[config.mk]
export PLATFORM = sky130hd
export DESIGN_NAME = alu_seq_core
export DESIGN_NICKNAME = d
export VERILOG_FILES = /design/src/rtl/alu_seq_core.sv
export SDC_FILE = /design/constraint.sdc
export NUM_CORES = 1
export LEC_CHECK = 0
export CAP_MARGIN = 10
export CORE_MARGIN = 5
export CORE_UTILIZATION = 47
export CTS_CLUSTER_SIZE = 30
export DETAILED_ROUTE_END_ITERATION = 10
export HOLD_SLACK_MARGIN = 0.15
export PLACE_DENSITY = 0.69
export SLEW_MARGIN = 30
export SYNTH_ARGS = -nofsm -noshare
export SYNTH_HDL_FRONTEND = slang
export SYNTH_SLANG_ARGS = --single-unit
[constraint.sdc]
create_clock -name clk -period 2.39 [get_ports clk]
set_input_delay 0.5975 -clock clk [delete_from_list [all_inputs] [get_ports clk]]
set_output_delay 0.5975 -clock clk [all_outputs]
set_load 0.01 [all_outputs]
[src/rtl/alu_seq_core.sv]
// Multi-cycle ALU: one-cycle arithmetic/logic, bit-serial shifts, optional
// shift-add multiply compiled in with ALU_SEQ_MUL_EN.
module alu_seq_core #(
    parameter int WIDTH = 8,
    parameter int SHW   = $clog2(WIDTH)
) (
    input  logic             clk,
    input  logic             rst,
    input  logic             load,
    input  logic             sel_b,
    input  logic [WIDTH-1:0] din,
    input  logic             start,
    input  logic [2:0]       op,
    input  logic [SHW-1:0]   shamt,
    output logic [WIDTH-1:0] y,
    output logic             zero,
    output logic             carry,
    output logic             overflow,
    output logic             busy,
    output logic             done
);

    localparam int CW = SHW + 1;

`ifdef ALU_SEQ_MUL_EN
    typedef enum logic [1:0] {IDLE, EXEC, SHIFT, MUL} state_t;
    localparam logic [CW-1:0] MUL_CYC = CW'(WIDTH);
`else
    typedef enum logic [1:0] {IDLE, EXEC, SHIFT} state_t;
`endif

    state_t           state_q, state_d;
    logic [WIDTH-1:0] a_q, a_d, b_q, b_d;
    logic [WIDTH-1:0] wa_q, wa_d, wb_q, wb_d;
    logic [2:0]       op_q, op_d;
    logic [CW-1:0]    cnt_q, cnt_d;
    logic [WIDTH-1:0] y_q, y_d;
    logic             zero_q, zero_d;
    logic             carry_q, carry_d;
    logic             ovf_q, ovf_d;
    logic             busy_q, busy_d;
    logic             done_q, done_d;

`ifdef ALU_SEQ_MUL_EN
    logic [2*WIDTH-1:0] acc_q, acc_d, mc_q, mc_d, acc_n;
`endif

    logic [WIDTH:0]   sum, diff;
    logic [WIDTH-1:0] sh_val;
    logic             sh_out;

    // Single-cycle datapath and one shift step on the working copies
    always_comb begin
        sum  = {1'b0, wa_q} + {1'b0, wb_q};
        diff = {1'b0, wa_q} - {1'b0, wb_q};
        if (op_q == 3'b101) begin
            sh_val = {wa_q[WIDTH-2:0], 1'b0};
            sh_out = wa_q[WIDTH-1];
        end else begin
            sh_val = {1'b0, wa_q[WIDTH-1:1]};
            sh_out = wa_q[0];
        end
`ifdef ALU_SEQ_MUL_EN
        acc_n = acc_q + (wb_q[0] ? mc_q : '0);
`endif
    end

    // Next-state, operand capture and result/flag update
    always_comb begin
        state_d = state_q;
        a_d     = a_q;
        b_d     = b_q;
        wa_d    = wa_q;
        wb_d    = wb_q;
        op_d    = op_q;
        cnt_d   = cnt_q;
        y_d     = y_q;
        carry_d = carry_q;
        ovf_d   = ovf_q;
        done_d  = 1'b0;
`ifdef ALU_SEQ_MUL_EN
        acc_d   = acc_q;
        mc_d    = mc_q;
`endif
        unique case (state_q)
            IDLE: begin
                if (load) begin
                    if (sel_b) b_d = din;
                    else       a_d = din;
                end
                if (start) begin
                    op_d  = op;
                    wa_d  = a_q;
                    wb_d  = b_q;
                    cnt_d = CW'(shamt);
                    unique case (op)
                        3'b101, 3'b110: state_d = SHIFT;
`ifdef ALU_SEQ_MUL_EN
                        3'b111: begin
                            state_d = MUL;
                            cnt_d   = MUL_CYC;
                            acc_d   = '0;
                            mc_d    = {{WIDTH{1'b0}}, a_q};
                        end
`endif
                        default: state_d = EXEC;
                    endcase
                end
            end
            EXEC: begin
                carry_d = 1'b0;
                ovf_d   = 1'b0;
                unique case (op_q)
                    3'b000: begin
                        y_d     = sum[WIDTH-1:0];
                        carry_d = sum[WIDTH];
                        ovf_d   = (wa_q[WIDTH-1] == wb_q[WIDTH-1]) &&
                                  (sum[WIDTH-1] != wa_q[WIDTH-1]);
                    end
                    3'b001: begin
                        y_d     = diff[WIDTH-1:0];
                        carry_d = ~diff[WIDTH];
                        ovf_d   = (wa_q[WIDTH-1] != wb_q[WIDTH-1]) &&
                                  (diff[WIDTH-1] != wa_q[WIDTH-1]);
                    end
                    3'b010:  y_d = wa_q & wb_q;
                    3'b011:  y_d = wa_q | wb_q;
                    3'b100:  y_d = wa_q ^ wb_q;
                    default: y_d = '0;
                endcase
                done_d  = 1'b1;
                state_d = IDLE;
            end
            SHIFT: begin
                if (cnt_q == '0) begin
                    y_d     = wa_q;
                    carry_d = 1'b0;
                    ovf_d   = 1'b0;
                    done_d  = 1'b1;
                    state_d = IDLE;
                end else if (cnt_q == CW'(1)) begin
                    y_d     = sh_val;
                    carry_d = sh_out;
                    ovf_d   = 1'b0;
                    done_d  = 1'b1;
                    state_d = IDLE;
                end else begin
                    wa_d  = sh_val;
                    cnt_d = cnt_q - CW'(1);
                end
            end
`ifdef ALU_SEQ_MUL_EN
            MUL: begin
                acc_d = acc_n;
                mc_d  = {mc_q[2*WIDTH-2:0], 1'b0};
                wb_d  = {1'b0, wb_q[WIDTH-1:1]};
                cnt_d = cnt_q - CW'(1);
                if (cnt_q == CW'(1)) begin
                    y_d     = acc_n[WIDTH-1:0];
                    carry_d = 1'b0;
                    ovf_d   = |acc_n[2*WIDTH-1:WIDTH];
                    done_d  = 1'b1;
                    state_d = IDLE;
                end
            end
`endif
            default: state_d = IDLE;
        endcase
        zero_d = (y_d == '0);
        busy_d = (state_d != IDLE);
    end

    // State register with synchronous reset overriding load and start
    always_ff @(posedge clk) begin
        if (rst) begin
            state_q <= IDLE;
            a_q     <= '0;
            b_q     <= '0;
            wa_q    <= '0;
            wb_q    <= '0;
            op_q    <= '0;
            cnt_q   <= '0;
            y_q     <= '0;
            zero_q  <= 1'b1;
            carry_q <= 1'b0;
            ovf_q   <= 1'b0;
            busy_q  <= 1'b0;
            done_q  <= 1'b0;
`ifdef ALU_SEQ_MUL_EN
            acc_q   <= '0;
            mc_q    <= '0;
`endif
        end else begin
            state_q <= state_d;
            a_q     <= a_d;
            b_q     <= b_d;
            wa_q    <= wa_d;
            wb_q    <= wb_d;
            op_q    <= op_d;
            cnt_q   <= cnt_d;
            y_q     <= y_d;
            zero_q  <= zero_d;
            carry_q <= carry_d;
            ovf_q   <= ovf_d;
            busy_q  <= busy_d;
            done_q  <= done_d;
`ifdef ALU_SEQ_MUL_EN
            acc_q   <= acc_d;
            mc_q    <= mc_d;
`endif
        end
    end

    assign y        = y_q;
    assign zero     = zero_q;
    assign carry    = carry_q;
    assign overflow = ovf_q;
    assign busy     = busy_q;
    assign done     = done_q;

endmodule

# Yosys cells after proc, flatten, opt, wreduce, memory -nomap -nowiden
# Index checks and enable logic that the tools add are counted.
[classes] add_sub_neg=3 n_eq_ne=18 mux=30 bitwise=5 n_reduce_logical=15
[ops] op="8-bit two-way mux" count=6
[ops] op="8-bit case mux with 5 select lines" count=1
[ops] op="8-bit case mux with 2 select lines" count=2
[ops] op="3-bit == test, second input constant" count=4
[ops] op="4-bit two-way mux" count=3
[ops] op="1-bit case mux with 2 select lines" count=5
[ops] op="8-bit by 8-bit adder with 9-bit output" count=1
[ops] op="8-bit by 8-bit subtractor with 9-bit output" count=1
[ops] op="8-bit bitwise AND" count=1
[ops] op="8-bit zero test" count=1
[ops] op="2-bit two-way mux" count=4
[ops] op="8-bit OR" count=1
[ops] op="4-bit case mux with 2 select lines" count=1
[ops] op="8-bit bitwise XOR" count=1
[ops] op="1-bit two-way mux" count=7
[ops] op="3-bit by 2-bit == test with 1-bit output, second input constant" count=2
[ops] op="2-bit != test, second input constant" count=3
[ops] op="3-bit AND reduction" count=2
[ops] op="2-bit nonzero test" count=3
[ops] op="4-bit by 1-bit == test with 1-bit output, second input constant" count=1
[ops] op="4-bit zero test" count=1
[ops] op="2-bit case mux with 2 select lines" count=1
[ops] op="2-bit AND reduction" count=2
[ops] op="4-bit AND reduction" count=1
[ops] op="other kinds (12)" count=16
[totals] ff_bits=54 out_inout_bits=13 word_cells=84

# Logic depth before layout (Yosys ltp)
# Gate-level depths: netlist (run 1).
[logic_depth] word_depth=6 depth_mapped=10 ltp_nobuf=10

# Least setup slack after synthesis (run 1)
# Ideal clock, no wire load.
[synth_timing] path_type="register to register" start="reg wa_q[0]" end="reg zero_q, in the netlist zero" setup_ns=0.060 arrival_ns=2.253 slack_ns=0.077 stages_incl_launch_ff=11 synth_period_minus_slack_ns=2.313 path_cell_list="dfxtp_1 -> inv_1 -> ha_1 -> fa_1 -> xnor2_1 -> nor3b_1 -> a31oi_1 -> o221ai_1 -> a222oi_1 -> nor4bb_1 -> a41o_1"
[synth_between] elab_chain_cells=5 word_cells_on_any_way=11 cone_classes="add/sub (2); mux (5); bitwise (3); reduce/logical (1)"
[synth_rtl] item="start: declaration" line_no="34" text="logic [WIDTH-1:0] wa_q, wa_d, wb_q, wb_d;"
[synth_rtl] item="start signal: assignment" line_no="197" text="wa_q <= wa_d;"
[synth_rtl] item="parallel branches: the longest is 3 deep, another holds 8-bit by 8-bit subtractor with 9-bit output"
[synth_rtl] item="8-bit case mux with 2 select lines *" line_no="85" text="unique case (state_q)"
[synth_rtl] item="8-bit zero test *" line_no="169" text="zero_d = (y_d == '0);"
[synth_rtl] item="end signal: assignment" line_no="202" text="zero_q <= zero_d;"
[synth_rtl] item="end: declaration" line_no="38" text="logic zero_q, zero_d;"
# Mark *: on every way between the ends.
# A chain may end at the register's enable or synchronous reset.

# Final worst setup path (run 1)
# Same ends and word-level chain as after synthesis.

==> results.md, run 1 <==
* Worst r2r src: wa_q[0]
* Max_slew headroom at 0.650
* Root Buffer Master: clkbuf_8
* Total Power at roughly 2.5 mW
* Setup TNS at -107 ps
* Startpoint types: register
* Fin area at about 0.0052 mm2
* CP arrival at approximately 2800 ps
* CTS Sinks at 54
* Synth area leaders: dfxtp_1, ha_1, a21oi_1
* Clock Tree Buf Depth at 2
* Fin nets at 643
* Worst skew pair latency at ~330 ps
* Fin crit share at 1.04
* CTS tree: done
* Mapped Area at 0.00394 mm2
* GR Overflow Total at 0
* Initial core utilization at 0.482
* Top post-synthesis cells by count: dfxtp_1, nand2_1, nor2_1
* Gate power share at 0.362
* Area growth from synthesis to layout at 31.3%
* RSZ-0062 raised after global routing: true
* Worst Path Max Fanout at 3
* First-pass DRT Iterations at 5
* Slack of the critical path at -107 ps
* Initial antenna violation count at 0
* Overall fraction of global-route tracks in use at 0.248
* Xor/xnor share of the synthesized area at 0.0133
* Post-Synth Simple-Gate Area at 0.211
* H-tree levels at 2
* Worst slew pin tran at 523 ps
* Final setup fails at 1
* Placed Area at a little under 0.005 mm2
* Skew final at between 10 and 15 ps
* Total Wirelength at ~12 mm
* Number of synthesized flops with an enable pin at 0
* Clk pwr share at 0.233
* Yosys reg bits at 54
* Synth Area in Adders at 0.105
* Drt drc at 0
* Asr flop ratio synth at 0
* Distinct cells, synth at 70
* Largest family of logic cells by synthesized area: compound AO/OA/AOI/OAI gates
* Syn. warnings at 0
* Most used DFF post-synth: dfxtp_1
* Max-Cap Viols at 0
* Synthesized instance count at 498
* Sw frac at 0.356
* Post-DRT Antenna Nets at 0
* PwrDens at slightly below 500 mW/mm2
* N_diodes at 0
* Required time worst endpoint at about 2700 ps
* Top-area cell type share of the netlist area at 0.274
* Ports at 32
* Cell taking the most area after synthesis: dfxtp_1
* Die Wd at between 100 and 150 um
* Hold slack at 454 ps
* Vias per cell at around 5.8
* Die span in y at a little over 100 um
* Syn avg cell area at 7.91 um2
* Hold_sp: b_q[1]
* Status: finished, violations left
* Core ar. at between 0.008 and 0.009 mm2
* Top-count cell post-synth: dfxtp_1
* Total number of vias at 4048
* Seq pwr share at 0.405
* NetSw at approximately 0.9 mW
* PortBufs at 31
* Post-synthesis mux area share at 0.0641
* Share of layout cells above drive strength 1 at 0.248
* HP Class: register to register
* Seq/Total Area, Yosys at 0.274
* Crit. End Element: register
* Fin crit period at ~2500 ps
* Internal power at 1.61 mW
* Non-Filler Instances at approximately 700
* CP startpoint: wa_q[0]
* Final hold violations at 0
* Max VDD drop at 0.378 mV
* Pleak at about 2.1 nW
* First-pass GRT wire length at roughly 20 mm
* Clk pin slew, worst setup/hold paths at ~120 ps
* Failing checks: setup timing
* Critical path type: register to register
* # rows at 33
* Avg WL per Cell at roughly 18 um
* Num CTS Buffers at 5
* Full die area at slightly above 0.01 mm2
* Largest net degree at the start of global routing at 37
* Fin. max-slew vios at 0
* Detailed-placement wirelength estimate at 9.56 mm
* Maximum clock rate at approximately 400 MHz
* Routability congestion estimate at 0.993
* DR iter-0 viols at roughly 260
* Synthesized netlist net count at between 500 and 600
* Compound-cell area share of the yosys netlist at 0.250
* Placed Instances at between 600 and 700
* Vias in the first global route at 3872
path summary, 6_finish.rpt:
check	end	slack, ps	cells past startpoint
min reg2reg	wb_q[1]	450	2
max reg2reg	zero	-110	10
max	zero	-110	10
min	wb_q[1]	450	2
layout make-up:
cell class / instances / area, um2
Clock buffer: 5 / 68.8
Clock inverter: 3 / 28.8
Fill cell: 690 / 3000
Inverter: 34 / 133
Multi-Input combinational cell: 377 / 2730
Sequential cell: 54 / 1090
Tap cell: 105 / 131
Timing Repair Buffer: 120 / 990
critical path, cell delays in order (launching register included):
cell and delay, ps:
dfxtp_4 390, inv_4 40, ha_4 160, fa_2 520, mux2_2 140, o21ai_0 60
o21ai_1 160, a21oi_1 140, a211oi_2 280, nor4bb_4 350, a41o_1 200
per-layer routing:
metal	global-route usage	routed length, um	vias to the layer above
met3	0.0324	627	19
met2	0.420	6020	145
met1	0.331	5490	1919
li1	-	-	1965
met4	0.0675	231	0
met5	0	0	-
state kept, by name, summed over array words and instances (netlist names):
signal    flops
a_q           8
overflow      1
busy          1
state_q       2
cnt_q         4
done          1
y             8
zero          1
wa_q          8
b_q           8
wb_q          8
carry         1
op_q          3
per-stage QoR:
stage	setup WS (ps)	util
after floorplan	77.1	-
after global placement	-204	0.591
after detailed placement	-216	0.591
after CTS	-99.1	0.618
after global routing	-200	0.633
final	-107	0.633
layout by cell type (no fill, tap or decap), types with 4 or more instances in the layout:
cell	netlist	final
a211oi_1	13	10
nor4_1	10	6
nand2_1	52	52
dfxtp_1	54	50
nand2b_1	4	4
a21oi_1	46	46
clkdlybuf4s50_1	0	30
o21ai_1	1	5
nand3_1	10	10
ha_4	0	4
o211ai_1	5	5
o31ai_1	8	6
buf_4	2	87
nor3b_1	4	4
xnor2_1	5	5
mux2i_1	23	23
ha_1	30	25
o21ai_0	28	23
a22oi_1	5	5
nor2_1	49	49
nor4_2	0	4
nor3_1	6	4
nand3b_1	4	4
inv_1	34	31
clkbuf_8	0	5
a31oi_1	5	5
power by group through the flow:
stage          registers (mW)  clock network (mW)  logic, mW
2_1_floorplan            1.03                   0      0.485
3_3_place_gp             1.03                   0      0.827
3_5_place_dp             1.03                   0      0.837
4_1_cts                  1.01               0.594      0.863
5_1_grt                  1.02               0.626      0.982
6_report                 1.01               0.582      0.905
what timing repair did:
| item | in CTS | in global routing |
|---|---|---|
| hold buffers | 0 | 0 |
| pin swaps | 14 | 9 |
| buffers inserted | 3 | 2 |
| resized for setup | 24 | 28 |
| setup endpoints to repair | 3 | 6 |
logic make-up after synthesis:
logic type,count (synthesis)
AND/OR/NAND/NOR,165
multiplexers,25
buffers and inverters,67
AO/OA/AOI/OAI,149
XOR/XNOR,6
adder cells (fa/ha/maj),32
flip-flops,54
(Power assumes the default switching activity.)
==> run 2, diff against run 1 <==
- PLACE_DENSITY: 0.69 -> 0.73
- RECOVER_POWER: not set -> 25
==> results.md, run 2 (synthesis gave the netlist of run 1 again) <==
* DP Worst Slack at -265 ps (-48.7 ps)
* Maximum clock rate at 403 MHz (+0.70%)
* Final setup fails at 1 (unchanged)
* Fin crit period at 2480 ps (-17.4 ps)
* GR Overflow Total at 0 (unchanged)
* Full die area at 0.0103 mm2 (unchanged)
* Placed Area at 0.00482 mm2 (-0.21%)
* Final hold violations at 0 (unchanged)
* Placed Instances at 683 (-0.44%)
* Drt drc at 0 (unchanged)
* Max-Cap Viols at 0 (unchanged)
* Max VDD drop at 0.437 mV (+16%)
* Largest net degree at the start of global routing at 30 (-19%)
* Sw frac at 0.343 (-0.0130)
* HP Class: register to register
* Pleak at 2.05 nW (-0.75%)
* Vias per cell at 5.78 (-0.28%)
* Total Wirelength at 12.4 mm (+0.34%)
* Num CTS Buffers at 5 (unchanged)
* Root Buffer Master: clkbuf_8
* Clk pwr share at 0.212 (-0.021)
* Initial core utilization at 0.482 (unchanged)
* Fin area at 0.00516 mm2 (-0.34%)
* First-pass GRT wire length at 19.7 mm (-1.2%)
* Slack of the critical path at -89.6 ps (+17.4 ps)
* Worst Path Max Fanout at 3 (unchanged)
* Vias in the first global route at 3872 (unchanged)
* Initial antenna violation count at 0 (unchanged)
* NetSw at 0.837 mW (-5.9%)
* Internal power at 1.60 mW (-0.40%)
* First-pass DRT Iterations at 5 (unchanged)
* Commonest non-fill, non-tap cell in the layout: buf_4
* Commonest cells after routing, fill and taps aside: buf_4, nand2_1, dfxtp_1
* Share of layout cells above drive strength 1 at 0.244 (-0.00424)
* Worst skew pair latency at 300 ps (-30 ps)
* Critical path type: register to register
* Max_slew headroom at 0.634 (-0.0162)
* Fin crit share at 1.04 (-0.00730)
* Status: finished, violations left
* CTS tree: done
* PortBufs at 31 (unchanged)
* Core ar. at 0.00818 mm2 (unchanged)
* Hold_buf cts at 0 (unchanged)
* DR iter-0 viols at 281 (+7.7%)
* CTS Sinks at 54 (unchanged)
* Required time worst endpoint at 2600 ps (-70 ps)
* Area growth from synthesis to layout at 30.9%
* FF-to-FF setup slack at -90 ps (+20 ps)
* Startpoint types: register
* Seq pwr share at 0.416 (+0.011)
* Clock Tree Buf Depth at 2 (unchanged)
* CP arrival at 2690 ps (-90 ps)
* Post-DRT Antenna Nets at 0 (unchanged)
* Total number of vias at 4025 (-0.57%)
* Ports at 32 (unchanged)
* # rows at 33 (unchanged)
* Worst slew pin tran at 545 ps (+21.6 ps)
* Setup TNS at -89.6 ps (+17.4 ps)
* Fin. max-slew vios at 0 (unchanged)
* Detailed-placement wirelength estimate at 9.63 mm (+0.73%)
* RSZ-0062 raised after global routing: true
* Die Wd at 102 um (unchanged)
* N_diodes at 0 (unchanged)
* Hold depth at 2 (unchanged)
* H-tree levels at 2 (unchanged)
* Failing checks: setup timing
* Die span in y at 102 um (unchanged)
* Gate power share at 0.372 (+0.010)
* Avg WL per Cell at 17.8 um (+0.63%)
* Fin nets at 641 (-0.31%)
* Clk pin slew, worst setup/hold paths at 100 ps (-20 ps)
* Worst R2R Path Depth at 10 (unchanged)
* PwrDens at 473 mW/mm2 (-2.0%)
* Fillers at 741 (+7.4%)
* Skew final at 8.53 ps (-2.72 ps)
* Routability congestion estimate at 0.958 (-3.5%)
* Crit. End Element: register
* Overall fraction of global-route tracks in use at 0.242 (-0.00560)
* Non-Filler Instances at 696 (-0.29%)
## run 2: cell types whose count changed in the layout (fill, tap and decap cells not counted), sizes merged
| cell | delta |
|---|---|
| buf | -3 |
| clkbuf | +1 |
| clkinv | +1 |
| inv | -1 |
## run 2: what timing repair did
item / in CTS / in global routing
buffers inserted: 5 / 0
pin swaps: 17 / 8
endpoints found under the setup margin: 3 / 7
gates resized for setup: 31 / 14
## run 2: worst max-delay path, stage by stage, from the launching register on
cell and delay [ps]:
dfxtp_2 380, inv_4 60, ha_4 280, nor2_2 60, o311a_4 380, o41ai_4 310, buf_4 170, mux2i_1 270
o41ai_2 120, a21o_1 170, a41o_1 200
## run 2: through the flow
step                hold slack (ps)  total power [mW]   util
global route                    482              2.57  0.631
detailed placement              444              1.86  0.590
floorplan                       432              1.51      -
CTS                             459              2.41  0.622
finish                          455              2.44  0.631
global placement                439              1.85  0.590
## run 2: power groups by stage
stage / Combinational (mW) / Clock [mW] / Sequential (mW)
floorplan: 0.485 / 0 / 1.03
detailed placement: 0.829 / 0 / 1.03
global placement: 0.820 / 0 / 1.03
global route: 0.983 / 0.567 / 1.02
CTS: 0.873 / 0.525 / 1.01
finish: 0.908 / 0.517 / 1.01
## run 2: area by class of cell
type                            count  area, um2  share of cell area
Sequential cell                    54       1090               0.212
Tap cell                          105        131              0.0255
Inverter                           34        130              0.0252
Multi-Input combinational cell    377       2740               0.530
Clock inverter                      3       18.8             0.00364
Clock buffer                        5       68.8              0.0133
Timing Repair Buffer              118        980               0.190
## run 2: path summary, 6_finish.rpt
check             startpoint      end
setup / recovery     wa_q[1]     zero
setup reg to reg     wa_q[1]     zero
hold reg to reg       b_q[3]  wb_q[3]
hold / removal        b_q[3]  wb_q[3]
## run 2: layer usage
| metal | global-route usage | up-vias | wire length (um) |
|---|---|---|---|
| met3 | 0.0296 | 33 | 748 |
| met2 | 0.412 | 169 | 5930 |
| li1 | - | 1963 | - |
| met4 | 0.0654 | 0 | 319 |
| met1 | 0.324 | 1860 | 5410 |
| met5 | 0 | - | 0 |
